### src/rtl/tnn_stream_pkg.sv
// Shared constants and types for the TNN result stream path.
package tnn_stream_pkg;

  localparam int TNN_BEAT_W        = 512;
  localparam int TNN_BEATS_PER_IMG = 16;

  typedef logic [TNN_BEAT_W-1:0] tnn_beat_t;

  typedef enum logic {
    IDLE   = 1'b0,
    IN_IMG = 1'b1
  } framer_state_e;

endpackage

### src/rtl/tnn_out_framer_if.sv
// Valid/ready result-beat bus: upstream beats in (s_*) and framed beats out (m_*).
interface tnn_out_framer_if
  import tnn_stream_pkg::*;
#(
  parameter int DATA_W = TNN_BEAT_W
);

  logic [DATA_W-1:0] s_bits;
  logic              s_vld;
  logic              s_rdy;
  logic [DATA_W-1:0] m_bits;
  logic              m_vld;
  logic              m_last;
  logic              m_rdy;

  // The framer sinks the s_* stream and sources the m_* stream.
  modport slave  (input  s_bits, s_vld, m_rdy, output s_rdy, m_bits, m_vld, m_last);
  modport master (output s_bits, s_vld, m_rdy, input  s_rdy, m_bits, m_vld, m_last);

endinterface

### src/rtl/tnn_skid_buf.sv
// Generic 2-entry valid/ready skid buffer: main output register plus one skid entry.
// in_rdy is registered (high iff the skid entry is empty) and gated low by clr.
module tnn_skid_buf #(
  parameter int WIDTH = 512
) (
  input  logic             clk,
  input  logic             rst_n,
  input  logic             clr,
  input  logic [WIDTH-1:0] in_data,
  input  logic             in_vld,
  output logic             in_rdy,
  output logic [WIDTH-1:0] out_data,
  output logic             out_vld,
  input  logic             out_rdy,
  output logic             skid_vld
);

  logic             rdy_q;
  logic             main_vld;
  logic             skid_vld_q;
  logic [WIDTH-1:0] main_data;
  logic [WIDTH-1:0] skid_data;
  logic             in_fire;
  logic             out_fire;

  assign in_rdy   = rdy_q & ~clr;
  assign in_fire  = in_vld & in_rdy;
  assign out_fire = main_vld & out_rdy;
  assign out_data = main_data;
  assign out_vld  = main_vld;
  assign skid_vld = skid_vld_q;

  // NOTE: main_data is reset only because the output beat must read zero out of
  // reset; skid_data is never observed while empty, so it stays unreset below.
  always_ff @(posedge clk or negedge rst_n) begin
    if (!rst_n) begin
      rdy_q      <= 1'b0;
      main_vld   <= 1'b0;
      skid_vld_q <= 1'b0;
      main_data  <= '0;
    end else if (clr) begin
      rdy_q      <= 1'b1;
      main_vld   <= 1'b0;
      skid_vld_q <= 1'b0;
    end else if (out_fire || !main_vld) begin
      // Main register is free this cycle: refill from skid first to keep order.
      rdy_q <= 1'b1;
      if (skid_vld_q) begin
        main_data  <= skid_data;
        main_vld   <= 1'b1;
        skid_vld_q <= 1'b0;
      end else begin
        main_vld <= in_fire;
        if (in_fire) main_data <= in_data;
      end
    end else if (in_fire) begin
      skid_vld_q <= 1'b1;
      rdy_q      <= 1'b0;
    end else begin
      rdy_q <= ~skid_vld_q;
    end
  end

  always_ff @(posedge clk) begin
    if (in_fire && main_vld && !out_fire) skid_data <= in_data;
  end

endmodule

### src/rtl/tnn_out_framer.sv
// Output framer: skid-buffers result beats, tags the last beat of each image,
// counts completed images and pulses img_done one cycle after each last beat.
module tnn_out_framer
  import tnn_stream_pkg::*;
#(
  parameter int DATA_W        = TNN_BEAT_W,
  parameter int BEATS_PER_IMG = TNN_BEATS_PER_IMG,
  parameter int CNT_W         = 32
) (
  input  logic                aclk,
  input  logic                aresetn,
  tnn_out_framer_if.slave     io,
  input  logic                flush,
  output logic [CNT_W-1:0]    img_cnt,
  output logic                img_done,
  output logic                busy
);

  localparam logic [15:0] LAST_IDX = 16'(BEATS_PER_IMG - 1);

  logic [15:0]   beat_idx;
  framer_state_e state;
  logic          skid_full;
  logic          last_beat;
  logic          out_hs;

  tnn_skid_buf #(.WIDTH(DATA_W)) u_skid (
    .clk      (aclk),
    .rst_n    (aresetn),
    .clr      (flush),
    .in_data  (io.s_bits),
    .in_vld   (io.s_vld),
    .in_rdy   (io.s_rdy),
    .out_data (io.m_bits),
    .out_vld  (io.m_vld),
    .out_rdy  (io.m_rdy),
    .skid_vld (skid_full)
  );

  assign last_beat = (beat_idx == LAST_IDX);
  assign io.m_last = io.m_vld & last_beat;
  // A handshake that coincides with flush belongs to the aborted image.
  assign out_hs    = io.m_vld & io.m_rdy & ~flush;
  assign busy      = (state == IN_IMG) | io.m_vld | skid_full;

  always_ff @(posedge aclk or negedge aresetn) begin
    if (!aresetn) begin
      beat_idx <= '0;
      state    <= IDLE;
      img_cnt  <= '0;
      img_done <= 1'b0;
    end else if (flush) begin
      beat_idx <= '0;
      state    <= IDLE;
      img_done <= 1'b0;
    end else begin
      img_done <= out_hs & last_beat;
      if (out_hs) begin
        if (last_beat) begin
          beat_idx <= '0;
          state    <= IDLE;
          img_cnt  <= img_cnt + CNT_W'(1);
        end else begin
          beat_idx <= beat_idx + 16'd1;
          state    <= IN_IMG;
        end
      end
    end
  end

endmodule
### src/flat_wrapper.sv
// flat-port wrapper written by rule: the top's interface ports become plain ports
module tnn_out_framer_flat import tnn_stream_pkg::*;
#(
  parameter int DATA_W        = TNN_BEAT_W,
  parameter int BEATS_PER_IMG = TNN_BEATS_PER_IMG,
  parameter int CNT_W         = 32
)
  (aclk, aresetn, flush, img_cnt, img_done, busy, io_s_bits, io_s_vld, io_m_rdy, io_s_rdy, io_m_bits, io_m_vld, io_m_last);
  tnn_out_framer_if #(.DATA_W(DATA_W)) io_i ();
  input  logic aclk;
  input  logic aresetn;
  input  logic flush;
  output logic [CNT_W-1:0] img_cnt;
  output logic img_done;
  output logic busy;
  input wire logic [$bits(io_i.s_bits)-1:0] io_s_bits;
  input wire logic [$bits(io_i.s_vld)-1:0] io_s_vld;
  input wire logic [$bits(io_i.m_rdy)-1:0] io_m_rdy;
  output wire logic [$bits(io_i.s_rdy)-1:0] io_s_rdy;
  output wire logic [$bits(io_i.m_bits)-1:0] io_m_bits;
  output wire logic [$bits(io_i.m_vld)-1:0] io_m_vld;
  output wire logic [$bits(io_i.m_last)-1:0] io_m_last;
  assign io_i.s_bits = io_s_bits;
  assign io_i.s_vld = io_s_vld;
  assign io_i.m_rdy = io_m_rdy;
  assign io_s_rdy = io_i.s_rdy;
  assign io_m_bits = io_i.m_bits;
  assign io_m_vld = io_i.m_vld;
  assign io_m_last = io_i.m_last;
  tnn_out_framer #(.DATA_W(DATA_W), .BEATS_PER_IMG(BEATS_PER_IMG), .CNT_W(CNT_W)) u_core (.aclk(aclk), .aresetn(aresetn), .io(io_i), .flush(flush), .img_cnt(img_cnt), .img_done(img_done), .busy(busy));
endmodule
### config.mk
export PLATFORM = sky130hd
export DESIGN_NAME = tnn_out_framer_flat
export DESIGN_NICKNAME = d
export VERILOG_FILES = /design/src/rtl/tnn_stream_pkg.sv /design/src/rtl/tnn_out_framer_if.sv /design/src/rtl/tnn_skid_buf.sv /design/src/rtl/tnn_out_framer.sv /design/src/flat_wrapper.sv
export SDC_FILE = /design/constraint.sdc
export NUM_CORES = 1
export LEC_CHECK = 0
export BUFFER_PORTS_ARGS = -buffer_cell sky130_fd_sc_hd__clkbuf_2
export CAP_MARGIN = 10
export CORE_AREA = 8 8 405 407
export CTS_BUF_LIST = sky130_fd_sc_hd__clkbuf_8
export DETAILED_ROUTE_END_ITERATION = 10
export DIE_AREA = 0 0 413 415
export PLACE_DENSITY = 0.57
export SKIP_LAST_GASP = 1
export SLEW_MARGIN = 20
export SYNTH_ARGS = -nofsm -noshare
export SYNTH_HDL_FRONTEND = slang
export SYNTH_SLANG_ARGS = --single-unit
### constraint.sdc
create_clock -name aclk -period 15.9 [get_ports aclk]
set_input_delay 0.795 -clock aclk [delete_from_list [all_inputs] [get_ports aclk]]
set_output_delay 0.795 -clock aclk [all_outputs]
set_load 0.005 [all_outputs]
==> reports/results.txt <==
outcome = finished, final reports clean
register area share after synthesis = 71.5%
max-cap violations = 0
row cnt = 146
share of layout cells above drive strength 1 = 29.6%
EDFF count, synth = 512
final core utilization = 35.4%
Power Dens Cells = 120 nW/um^2
CP peak stage delay = 0.83 ns
Post-Synthesis Cells = 3008
Ports = 1066
vias in the first global route = 30500
ys flop type = dfrtp_1
post-route design area = 55700 sq um
Leakage = 22.2 nW
initial antenna violation count = 29
CTS max path bufs = 3
total global-route track usage = 15.6%
first-pass GRT wire length = 203000 microns
Peak VDD IR = 0.0665 mV
RSZ-0062 raised after global routing = no
Via density = 4.41
fin crit period = 4.92 ns
most common cell after layout, fill and taps aside = clkbuf_2
Die W = 413 microns
Detail Route Antenna Nets = 0
final worst path period share = 31.0%
Setup CP Type = reg2reg
Worst Setup End Kind = flip-flop
Least-Margin Pin Slew = 1.39 ns
HP Class = in2reg
clk_lat worst skew = 0.88 ns
WP data arrival = 5.39 ns
required time worst endpoint = 16.36 ns
DIE AREA = 171000 sq um
CTS Hold Bufs = 314
critical path peak fanout = 67
footprint of the multi-input gates = 11000 sq um
CTS Sinks = 1077
Worst setup SP type = flip-flop
area share of the largest cell type after synthesis = 37.2%
syn nets = 3527
largest family of logic cells by synthesized area = multiplexers
largest net degree at the start of global routing = 230
clock buffer count from CTS = 183
dominant cell type by area after synthesis = edfxtp_1
hpwl dp = 101000 microns
CTS tree = done
synth-to-layout area growth = 34.8%
clock root buffer = clkbuf_8
Synth Area in Adders = 0.0606%
Starting Density = 26.2%
clock-pin slew on the worst setup and hold paths = 0.06 ns
CP dominant cell by count = buf_4
routed wire length = 140000 microns
DRC = 0
post-synth cell types = 38
Post-synth ARST share = 52.5%
filler instances = 15600
worst path cell trace = nor2b_1 -> and3_4 -> buf_4 -> buf_4 -> buf_4 -> buf_4
final hold vios = 0
post-synthesis xor/xnor area fraction = 0.679%
CP max-delay cell = buf_4
fmax = 0.203 GHz
post-cts resize count = 0
mux cell area share after synthesis = 12.4%
syn_area_per_cell = 13.7 sq um
htree depth = 4
Final GP Congestion = 0.873
WL/cell = 21.0 microns
IO buf count = 1065
total gr overflow = 0
Die Y-Extent = 415 microns
relative slew slack = 7.27%
compound-cell area share of the yosys netlist = 6.73%
Core ar. = 157000 sq um
DP Area = 48800 sq um
vias = 29500
Ys Warns = 0
max-slew violations = 0
DR iter-0 viols = 1983
area share of and/or/nand/nor cells after synthesis = 6.75%
Finish-stage setup viols = 0
DR pass1 iterations = 5
Worst Clk Skew = 0.0515 ns
post-synthesis register bit count = 1077
Nets = 4936
FF+latch area = 29500 sq um
Post-CTS Setup Bufs = 0
cell area after synthesis = 41300 sq um
setup TNS = 0 ns
most frequent cells in the layout = clkbuf_2, dfrtp_1, nor2_1, a21oi_1
top post-synthesis cells by area = edfxtp_1, dfrtp_1, mux2i_1
==> worst paths after layout <==
check                                               endpoint  slack (ns)  cells after the start                  start
worst max-delay path            u_core.u_skid.skid_data[403]       10.98                      6  u_core.u_skid.out_vld
worst min-delay path            u_core.u_skid.skid_data[173]        0.13                      1         io_s_bits[173]
worst max register to register  u_core.u_skid.skid_data[403]       10.98                      6  u_core.u_skid.out_vld
worst min register to register            u_core.img_cnt[31]        0.49                      1     u_core.img_cnt[31]
max in group asynchronous        u_core.u_skid.out_data[403]       12.96                      4                aresetn
min in group asynchronous        u_core.u_skid.out_data[158]        0.60                      2                aresetn
==> per-layer routing <==
| metal | global-route usage (%) | up-vias | part of all wire [%] |
|---|---|---|---|
| li1 | - | 13700 | - |
| met1 | 17.6 | 14400 | 37 |
| met2 | 25.8 | 1089 | 49 |
| met3 | 6.29 | 252 | 9.7 |
| met4 | 7.46 | 6 | 4.2 |
| met5 | 0 | - | 0.023 |
==> report_power, final <==
part	total, mW	internal (mW)	switching, mW	leakage, nW
clock	2.45	1.29	1.16	2.18
combinational	0.904	0.394	0.511	9.05
sequential	3.33	3.17	0.158	11.0
total	6.68	4.85	1.83	22.2
==> synth_stat cells, types with 3 or more instances <==
cell type / number
dfrtp_1: 565
nor2_1: 518
a21oi_1: 516
edfxtp_1: 512
mux2i_1: 512
clkbuf_1: 173
xor2_1: 28
nand3_1: 20
nor4_2: 19
nand2_1: 16
a31oi_1: 15
nor3_1: 15
nand4_1: 14
inv_1: 12
buf_1: 10
and4_1: 9
or4_1: 6
a41oi_1: 5
and3_1: 5
nand2b_1: 5
xnor2_1: 4
o22ai_1: 3
==> cells by family after synthesis <==
family | after synthesis
flip-flops | 1077
adder cells (fa/ha/maj) | 2
multiplexers | 513
buffers and inverters | 199
AND/OR/NAND/NOR | 640
XOR/XNOR | 32
AO/OA/AOI/OAI | 545
==> worst max-delay path: cells and delay by family, from the launching register on <==
family | cells | cell delay (ns)
buffers and inverters | 4 | 2.81
DFF | 1 | 0.50
and+or+nand+nor | 2 | 1.01
==> state kept, by name (all words and copies together) (netlist names) <==
name,count
u_core.beat_idx,16
u_core.img_cnt,32
u_core.img_done,1
u_core.state,1
u_core.u_skid.out_data,512
u_core.u_skid.out_vld,1
u_core.u_skid.rdy_q,1
u_core.u_skid.skid_data,512
u_core.u_skid.skid_vld,1
==> final cells by class <==
cell class,instances,area share [%]
Inverter,12,0.0809
Clock inverter,136,1.34
Clock buffer,209,5.17
Timing Repair Buffer,1411,15.8
Antenna cell,27,0.121
Sequential cell,1077,53.0
Multi-Input combinational cell,1732,19.8
Tap cell,2072,4.66
==> metrics by stage <==
| stage | total power [mW] | cells | hold WS, ns | setup slack (ns) |
|---|---|---|---|---|
| 4_1_cts | 6.80 | 6649 | 0.00000749 | 10.94 |
| 3_5_place_dp | 4.24 | 5990 | 0.477 | 10.55 |
| 2_1_floorplan | 3.68 | 3008 | 0.439 | 2.17 |
| 3_3_place_gp | 4.22 | 5990 | 0.460 | 10.55 |
| 6_report | 6.68 | 6676 | 0.129 | 10.98 |
| 5_1_grt | 7.01 | 6671 | 0.0276 | 10.68 |
No activity file was read; power rests on OpenSTA's default activity.
